[config.mk]
export PLATFORM = sky130hd
export DESIGN_NAME = image_rom_arbiter
export DESIGN_NICKNAME = d
export VERILOG_FILES = /design/src/rtl/image_rom_arbiter.sv
export SDC_FILE = /design/constraint.sdc
export NUM_CORES = 1
export LEC_CHECK = 0
export BUFFER_PORTS_ARGS = -buffer_cell sky130_fd_sc_hd__buf_4
export CORE_ASPECT_RATIO = 0.75
export CORE_MARGIN = 2
export CORE_UTILIZATION = 40
export DETAILED_ROUTE_END_ITERATION = 16
export GPL_TIMING_DRIVEN = 0
export PLACE_DENSITY = 0.69
export SLEW_MARGIN = 20
export SYNTH_ARGS = -nofsm -noshare
export SYNTH_HDL_FRONTEND = slang
export SYNTH_SLANG_ARGS = --single-unit
[constraint.sdc]
create_clock -name clk -period 1.5 [get_ports clk]
set_input_delay 0.15 -clock clk [delete_from_list [all_inputs] [get_ports clk]]
set_output_delay 0.15 -clock clk [all_outputs]
set_load 0.05 [all_outputs]
[src/rtl/image_rom_arbiter.sv]
// image_rom_arbiter: shares one single-port synchronous image ROM between the display fetch and an aux reader.
// Optional aux starvation guard is enabled by defining IMAGE_ROM_ARBITER_AUX_STARVE_GUARD_EN.
module image_rom_arbiter #(
  parameter int ROM_ADDR_BUS_WIDTH = 17,
  parameter int DATA_WIDTH         = 24,
  parameter int ROM_LATENCY        = 2,
  parameter int STARVE_LIMIT       = 800
) (
  input  logic                          clk,
  input  logic                          rst_n,
  input  logic                          disp_req,
  input  logic [ROM_ADDR_BUS_WIDTH-1:0] disp_addr,
  output logic [DATA_WIDTH-1:0]         disp_data,
  output logic                          disp_valid,
  output logic                          disp_miss,
  input  logic                          aux_req,
  input  logic [ROM_ADDR_BUS_WIDTH-1:0] aux_addr,
  output logic                          aux_ready,
  output logic [DATA_WIDTH-1:0]         aux_data,
  output logic                          aux_valid,
  output logic [ROM_ADDR_BUS_WIDTH-1:0] rom_addr,
  output logic                          rom_rden,
  input  logic [DATA_WIDTH-1:0]         rom_q
);

  localparam int DEPTH = ROM_LATENCY + 1;

  typedef enum logic [1:0] {
    ARB_IDLE = 2'd0,
    ARB_DISP = 2'd1,
    ARB_AUX  = 2'd2
  } arb_state_e;

  arb_state_e                    state_q, state_d;
  logic [ROM_ADDR_BUS_WIDTH-1:0] rom_addr_q, rom_addr_d;
  logic [DEPTH-1:0]              own_disp_q, own_disp_d;
  logic [DEPTH-1:0]              own_aux_q, own_aux_d;
  logic [DEPTH-1:0]              own_miss_q, own_miss_d;
  logic [DATA_WIDTH-1:0]         disp_data_q, disp_data_d;
  logic [DATA_WIDTH-1:0]         aux_data_q, aux_data_d;
  logic                          disp_valid_q, disp_valid_d;
  logic                          disp_miss_q, disp_miss_d;
  logic                          aux_valid_q, aux_valid_d;
  logic                          force_slot;
  logic                          disp_drop;

`ifdef IMAGE_ROM_ARBITER_AUX_STARVE_GUARD_EN
  localparam int CNT_W = $clog2(STARVE_LIMIT + 1);

  logic [CNT_W-1:0] starve_cnt_q, starve_cnt_d;

  assign force_slot = (starve_cnt_q == CNT_W'(STARVE_LIMIT));

  // Count consecutive denied aux cycles; any acceptance or withdrawal restarts the count.
  always_comb begin
    starve_cnt_d = starve_cnt_q;
    if (!aux_req || aux_ready) begin
      starve_cnt_d = '0;
    end else if (!force_slot) begin
      starve_cnt_d = starve_cnt_q + CNT_W'(1);
    end
  end

  always_ff @(posedge clk or negedge rst_n) begin
    if (!rst_n) begin
      starve_cnt_q <= '0;
    end else begin
      starve_cnt_q <= starve_cnt_d;
    end
  end
`else
  assign force_slot = 1'b0;
`endif

  assign aux_ready = rst_n & (~disp_req | force_slot);
  assign disp_drop = disp_req & force_slot & aux_req;

  always_comb begin
    state_d    = ARB_IDLE;
    rom_addr_d = rom_addr_q;
    if (disp_req && !disp_drop) begin
      state_d    = ARB_DISP;
      rom_addr_d = disp_addr;
    end else if (aux_req) begin
      state_d    = ARB_AUX;
      rom_addr_d = aux_addr;
    end
  end

  // Owner tags ride alongside the ROM latency; the last stage lines up with rom_q.
  always_comb begin
    own_disp_d   = {own_disp_q[DEPTH-2:0], state_d == ARB_DISP};
    own_aux_d    = {own_aux_q[DEPTH-2:0], state_d == ARB_AUX};
    own_miss_d   = {own_miss_q[DEPTH-2:0], disp_drop};
    disp_valid_d = own_disp_q[DEPTH-1] | own_miss_q[DEPTH-1];
    disp_miss_d  = own_miss_q[DEPTH-1];
    disp_data_d  = own_disp_q[DEPTH-1] ? rom_q : disp_data_q;
    aux_valid_d  = own_aux_q[DEPTH-1];
    aux_data_d   = own_aux_q[DEPTH-1] ? rom_q : aux_data_q;
  end

  always_ff @(posedge clk or negedge rst_n) begin
    if (!rst_n) begin
      state_q      <= ARB_IDLE;
      rom_addr_q   <= '0;
      own_disp_q   <= '0;
      own_aux_q    <= '0;
      own_miss_q   <= '0;
      disp_data_q  <= '0;
      disp_valid_q <= 1'b0;
      disp_miss_q  <= 1'b0;
      aux_data_q   <= '0;
      aux_valid_q  <= 1'b0;
    end else begin
      state_q      <= state_d;
      rom_addr_q   <= rom_addr_d;
      own_disp_q   <= own_disp_d;
      own_aux_q    <= own_aux_d;
      own_miss_q   <= own_miss_d;
      disp_data_q  <= disp_data_d;
      disp_valid_q <= disp_valid_d;
      disp_miss_q  <= disp_miss_d;
      aux_data_q   <= aux_data_d;
      aux_valid_q  <= aux_valid_d;
    end
  end

  assign rom_addr   = rom_addr_q;
  assign rom_rden   = (state_q != ARB_IDLE);
  assign disp_data  = disp_data_q;
  assign disp_valid = disp_valid_q;
  assign disp_miss  = disp_miss_q;
  assign aux_data   = aux_data_q;
  assign aux_valid  = aux_valid_q;

endmodule

; ---- After elaboration in Yosys (flattened, before gate mapping)
; Index checks and enable logic that the tools add are counted.
[word_totals]
reg_bits = 75
input_bits = 62
out_inout_bits = 70
[classes]
eq_ne = 2
muxes = 4
n_bitwise = 2
n_reduce_logical = 2
[op_table]
columns = cell, count
row1 = 17-bit two-way mux, 2
row2 = 2-bit two-way mux, 2
row3 = 2-bit nonzero test, 2
row4 = "2-bit by 1-bit equality test with 1-bit output, second input constant", 1
row5 = "2-bit equality test, second input constant", 1
row6 = 1-bit bitwise AND, 1
row7 = 1-bit NOT, 1

; ---- Depth between registers and ports, before layout
[depth]
word_depth = 3
ltp_mapped = 4

; ---- Worst setup path before layout
; No wires, ideal clock.
[synth_timing]
path_kind = input to output
startpoint = in disp_req
endpoint = out aux_ready
arrival_time_ps = 989
required_ps = 1350
setup_slack_ps = 361
stages = 2
path_buffers = 1
cell_sequence = buf_4 > nor2b_1
[synth_between]
elab_chain_len = 2
[synth_lines]
columns = item, line_no
row1 = from (decl), 11  ; input logic disp_req,
row2 = 1-bit NOT, 75  ; assign aux_ready = rst_n & (~disp_req | force_slot);
row3 = 1-bit bitwise AND, 75
row4 = to (decl), 18  ; output logic aux_ready,
; Every way passes these cells.

; ---- Worst setup path after layout
; Same ends and word-level chain as after synthesis.

==> metrics.md <==
| Metric | Value |
|---|---|
| Syn Nets | `253` |
| Worst path max stage delay | `0.53 ns` |
| Vias in the first global route | `2096` |
| CTS root buffer | `clkbuf_8` |
| Overall global routing resource usage | `16.6%` |
| Metal-1 WL | `3020 um` |
| P_sw | `0.00185 W` |
| Clock sink count | `74` |
| Share of cells above drive strength 1 | `60.7%` |
| First-pass GRT wire length | `10500 um` |
| Setup Viol. Count Final | `0` |
| Crit path required time | `1.35 ns` |
| DRT antenna net count | `0` |
| Hold Fails Final Rpt | `74` |
| Max Freq | `0.707 GHz` |
| Rows | `27` |
| Pwr Total | `0.00567 W` |
| Post-CTS Setup Bufs | `0` |
| Top sig layer | `met4` |
| Worst Path Max Fanout | `10` |
| Hold slack | `-0.168 ns` |
| H-tree Lvls | `3` |
| Post-route insts no fill | `437` |
| DR WL/cell | `14.7 um` |
| Part of the power in the clock network | `28.6%` |
| Clock Latency Late Sink | `0.33 ns` |
| Leakage Power | `2.20 nW` |
| Layout area overhead | `44.1%` |
| Die H | `79.2 um` |
| CTS tree | `yes` |
| Hold WC Path Type | `in -> async` |
| TritonCTS Buffers | `9` |
| Fin crit share | `94.3%` |
| Largest net degree at the start of global routing | `76` |
| Internal | `0.00383 W` |
| Setup TNS Final | `0 ns` |
| Chip width | `104 um` |
| Cell Area, Placed | `4110 um2` |
| Crit-path most repeated cell | `buf_4` |
| Final instance area | `4350 um2` |
| Worst vdd ir | `0.539 mV` |
| R2R Setup Slk | `0.37 ns` |
| Final net count | `395` |
| Reg2Reg Depth | `3` |
| Setup crit start kind | `input pin` |
| Highest-delay cell along the critical path | `dlygate4sd3_1` |
| Crit path kind | `in -> out` |
| Met2 wire length | `2750 um` |
| Via density | `4.51` |
| Reg-to-Reg End | `disp_data[14]$_DFFE_PN0P_` |
| Vias | `1972` |
| Arr. time, crit path | `1.26 ns` |
| Clock skew | `0.00768 ns` |
| Distinct cells, synth | `15` |
| Max-slew violation count | `0` |
| Antenna violations before repair | `0` |
| Crit path cell chain | `dlygate4sd3_1, buf_4, buf_4, nor2b_2, buf_6` |
| Die area | `8260 um2` |
| RSZ-0062 raised after global routing | `false` |
| Placer Congestion | `0.700` |
| DRT Pass-1 Iters | `4` |
| Remaining DRCs | `0` |
| Port bufs | `129` |
| Total grt overflow | `0` |
| Slew HR | `56.5%` |
| Min Tclk post-route | `1.41 ns` |
| PD cells | `1310 nW/um2` |
| Fill cell count | `601` |
| Total wire length | `6440 um` |
| Worst setup EP type | `output port` |
| Worst path buffer plus inverter count | `4` |
| Average cell area after synthesis | `15.8 um2` |
| Sequential Power Share | `41.2%` |
| Sw frac | `32.5%` |
| Reg clk slew, reported paths | `0.07 ns` |
| Core Area | `7330 um2` |
| Mapped Area | `3020 um2` |
| CP delay by family, top | `buffers and inverters` |
| Ports | `132` |
| Least-Margin Pin Slew | `0.653 ns` |
| DRT iter0 DRCs | `49` |
| Post-synthesis register bit count | `74` |
| Failing checks | `hold timing` |
| Worst r2r src | `own_disp_q[2]$_DFF_PN0_` |
| Dpl cells | `421` |
| Gate power share | `30.2%` |
| Sequential area share after synthesis | `61.4%` |
| CTS max path bufs | `2` |
| Status | `complete, but fails checks` |
| Met3 Wirelength | `621 um` |
| DP Wirelength | `4590 um` |
| Antenna cells | `0` |
| Ys Warns | `0` |
| Hold Buf Count CTS | `2` |
| Maxcap violations | `0` |
| Syn Inst Count | `191` |
| Initial core utilization | `41.1%` |
what timing repair did:
| item | in CTS | in global routing |
|---|---|---|
| resized for setup | 1 | 2 |
| hold endpoints to repair | 76 | 74 |
| setup endpoints to repair | 1 | 1 |
logic make-up after synthesis:
logic type | count (synthesis) | synth area share (%)
simple gates | 20 | 2.74
flops | 74 | 61.4
mux | 65 | 28.5
buf+inv | 14 | 4.36
compound gates | 17 | 2.82
other cells | 1 | 0.124
Yosys cell counts:
master	instances	area share [%]
buf_2	2	0.33
buf_6	7	2.6
buf_4	2	0.50
mux2i_1	17	5.6
or2_2	1	0.21
nand2_1	17	2.1
dfrtp_1	74	61
clkbuf_1	2	0.25
mux2_2	8	3.0
o21ai_0	8	1.3
mux2_4	40	20
conb_1	1	0.12
buf_12	1	0.66
nor2b_1	2	0.41
o21ai_1	9	1.5
cells in the final DEF (no fill, tap or decap), drive strengths merged:
master       count
bufinv           2
conb             1
clkinv           1
mux2            48
mux2i           17
dfrtp           74
dlygate4sd3      2
buf            141
clkbuf          13
o21ai           17
nor2b            2
or2              1
nand2           17
sequential cells by signal, summed over array words and instances (netlist names):
name / cells
state_q: 1
aux_valid: 1
aux_data: 24
own_disp_q: 3
own_aux_q: 3
disp_data: 24
rom_addr: 17
disp_valid: 1
cell type report:
type | instances | area, um2 | area share (%)
Sequential cell | 74 | 1850 | 42.6
Multi-Input combinational cell | 103 | 1030 | 23.8
Timing Repair Buffer | 131 | 996 | 22.9
Clock buffer | 11 | 141 | 3.25
Buffer | 14 | 131 | 3.02
Tap cell | 101 | 126 | 2.91
Clock inverter | 3 | 65.1 | 1.50
layer usage:
layer,global-route usage [%],vias to the layer above
li1,-,926
met1,21.7,931
met2,24.7,111
met3,7.88,4
met4,4.86,0
met5,0,-
power by group through the flow:
stage	Clock (W)	Sequential, W	Combinational, W
2_1_floorplan	0	0.00309	0.000395
3_3_place_gp	0	0.00236	0.00170
3_5_place_dp	0	0.00237	0.00172
4_1_cts	0.00169	0.00234	0.00172
5_1_grt	0.00178	0.00236	0.00179
6_report	0.00163	0.00234	0.00171
worst reg2reg max path, stage by stage (launching register included):
cell and delay (ns):
dfrtp_1 0.36, buf_6 0.14, buf_6 0.19, mux2_4 0.32
worst max-delay path by stage:
stage	startpoint	end	slack (ns)	depth (start not counted)
floorplan	disp_req	aux_ready	0.36	2
global placement	rst_n	aux_ready	0.004	3
detailed placement	rst_n	aux_ready	-0.008	3
CTS	disp_req	aux_ready	0.05	5
global route	disp_req	aux_ready	0.03	5
finish	disp_req	aux_ready	0.09	5
per-stage QoR:
| step | setup slack [ns] | utilization [%] | hold slack [ns] |
|---|---|---|---|
| finish | 0.0857 | 59.3 | -0.168 |
| detailed placement | -0.00757 | 56.1 | 0.276 |
| global placement | 0.00373 | 56.1 | 0.270 |
| floorplan | 0.361 | - | -0.146 |
| global route | 0.0294 | 59.3 | -0.134 |
| CTS | 0.0491 | 59.2 | -0.155 |
Note: power is estimated with default switching activity, not from simulation.
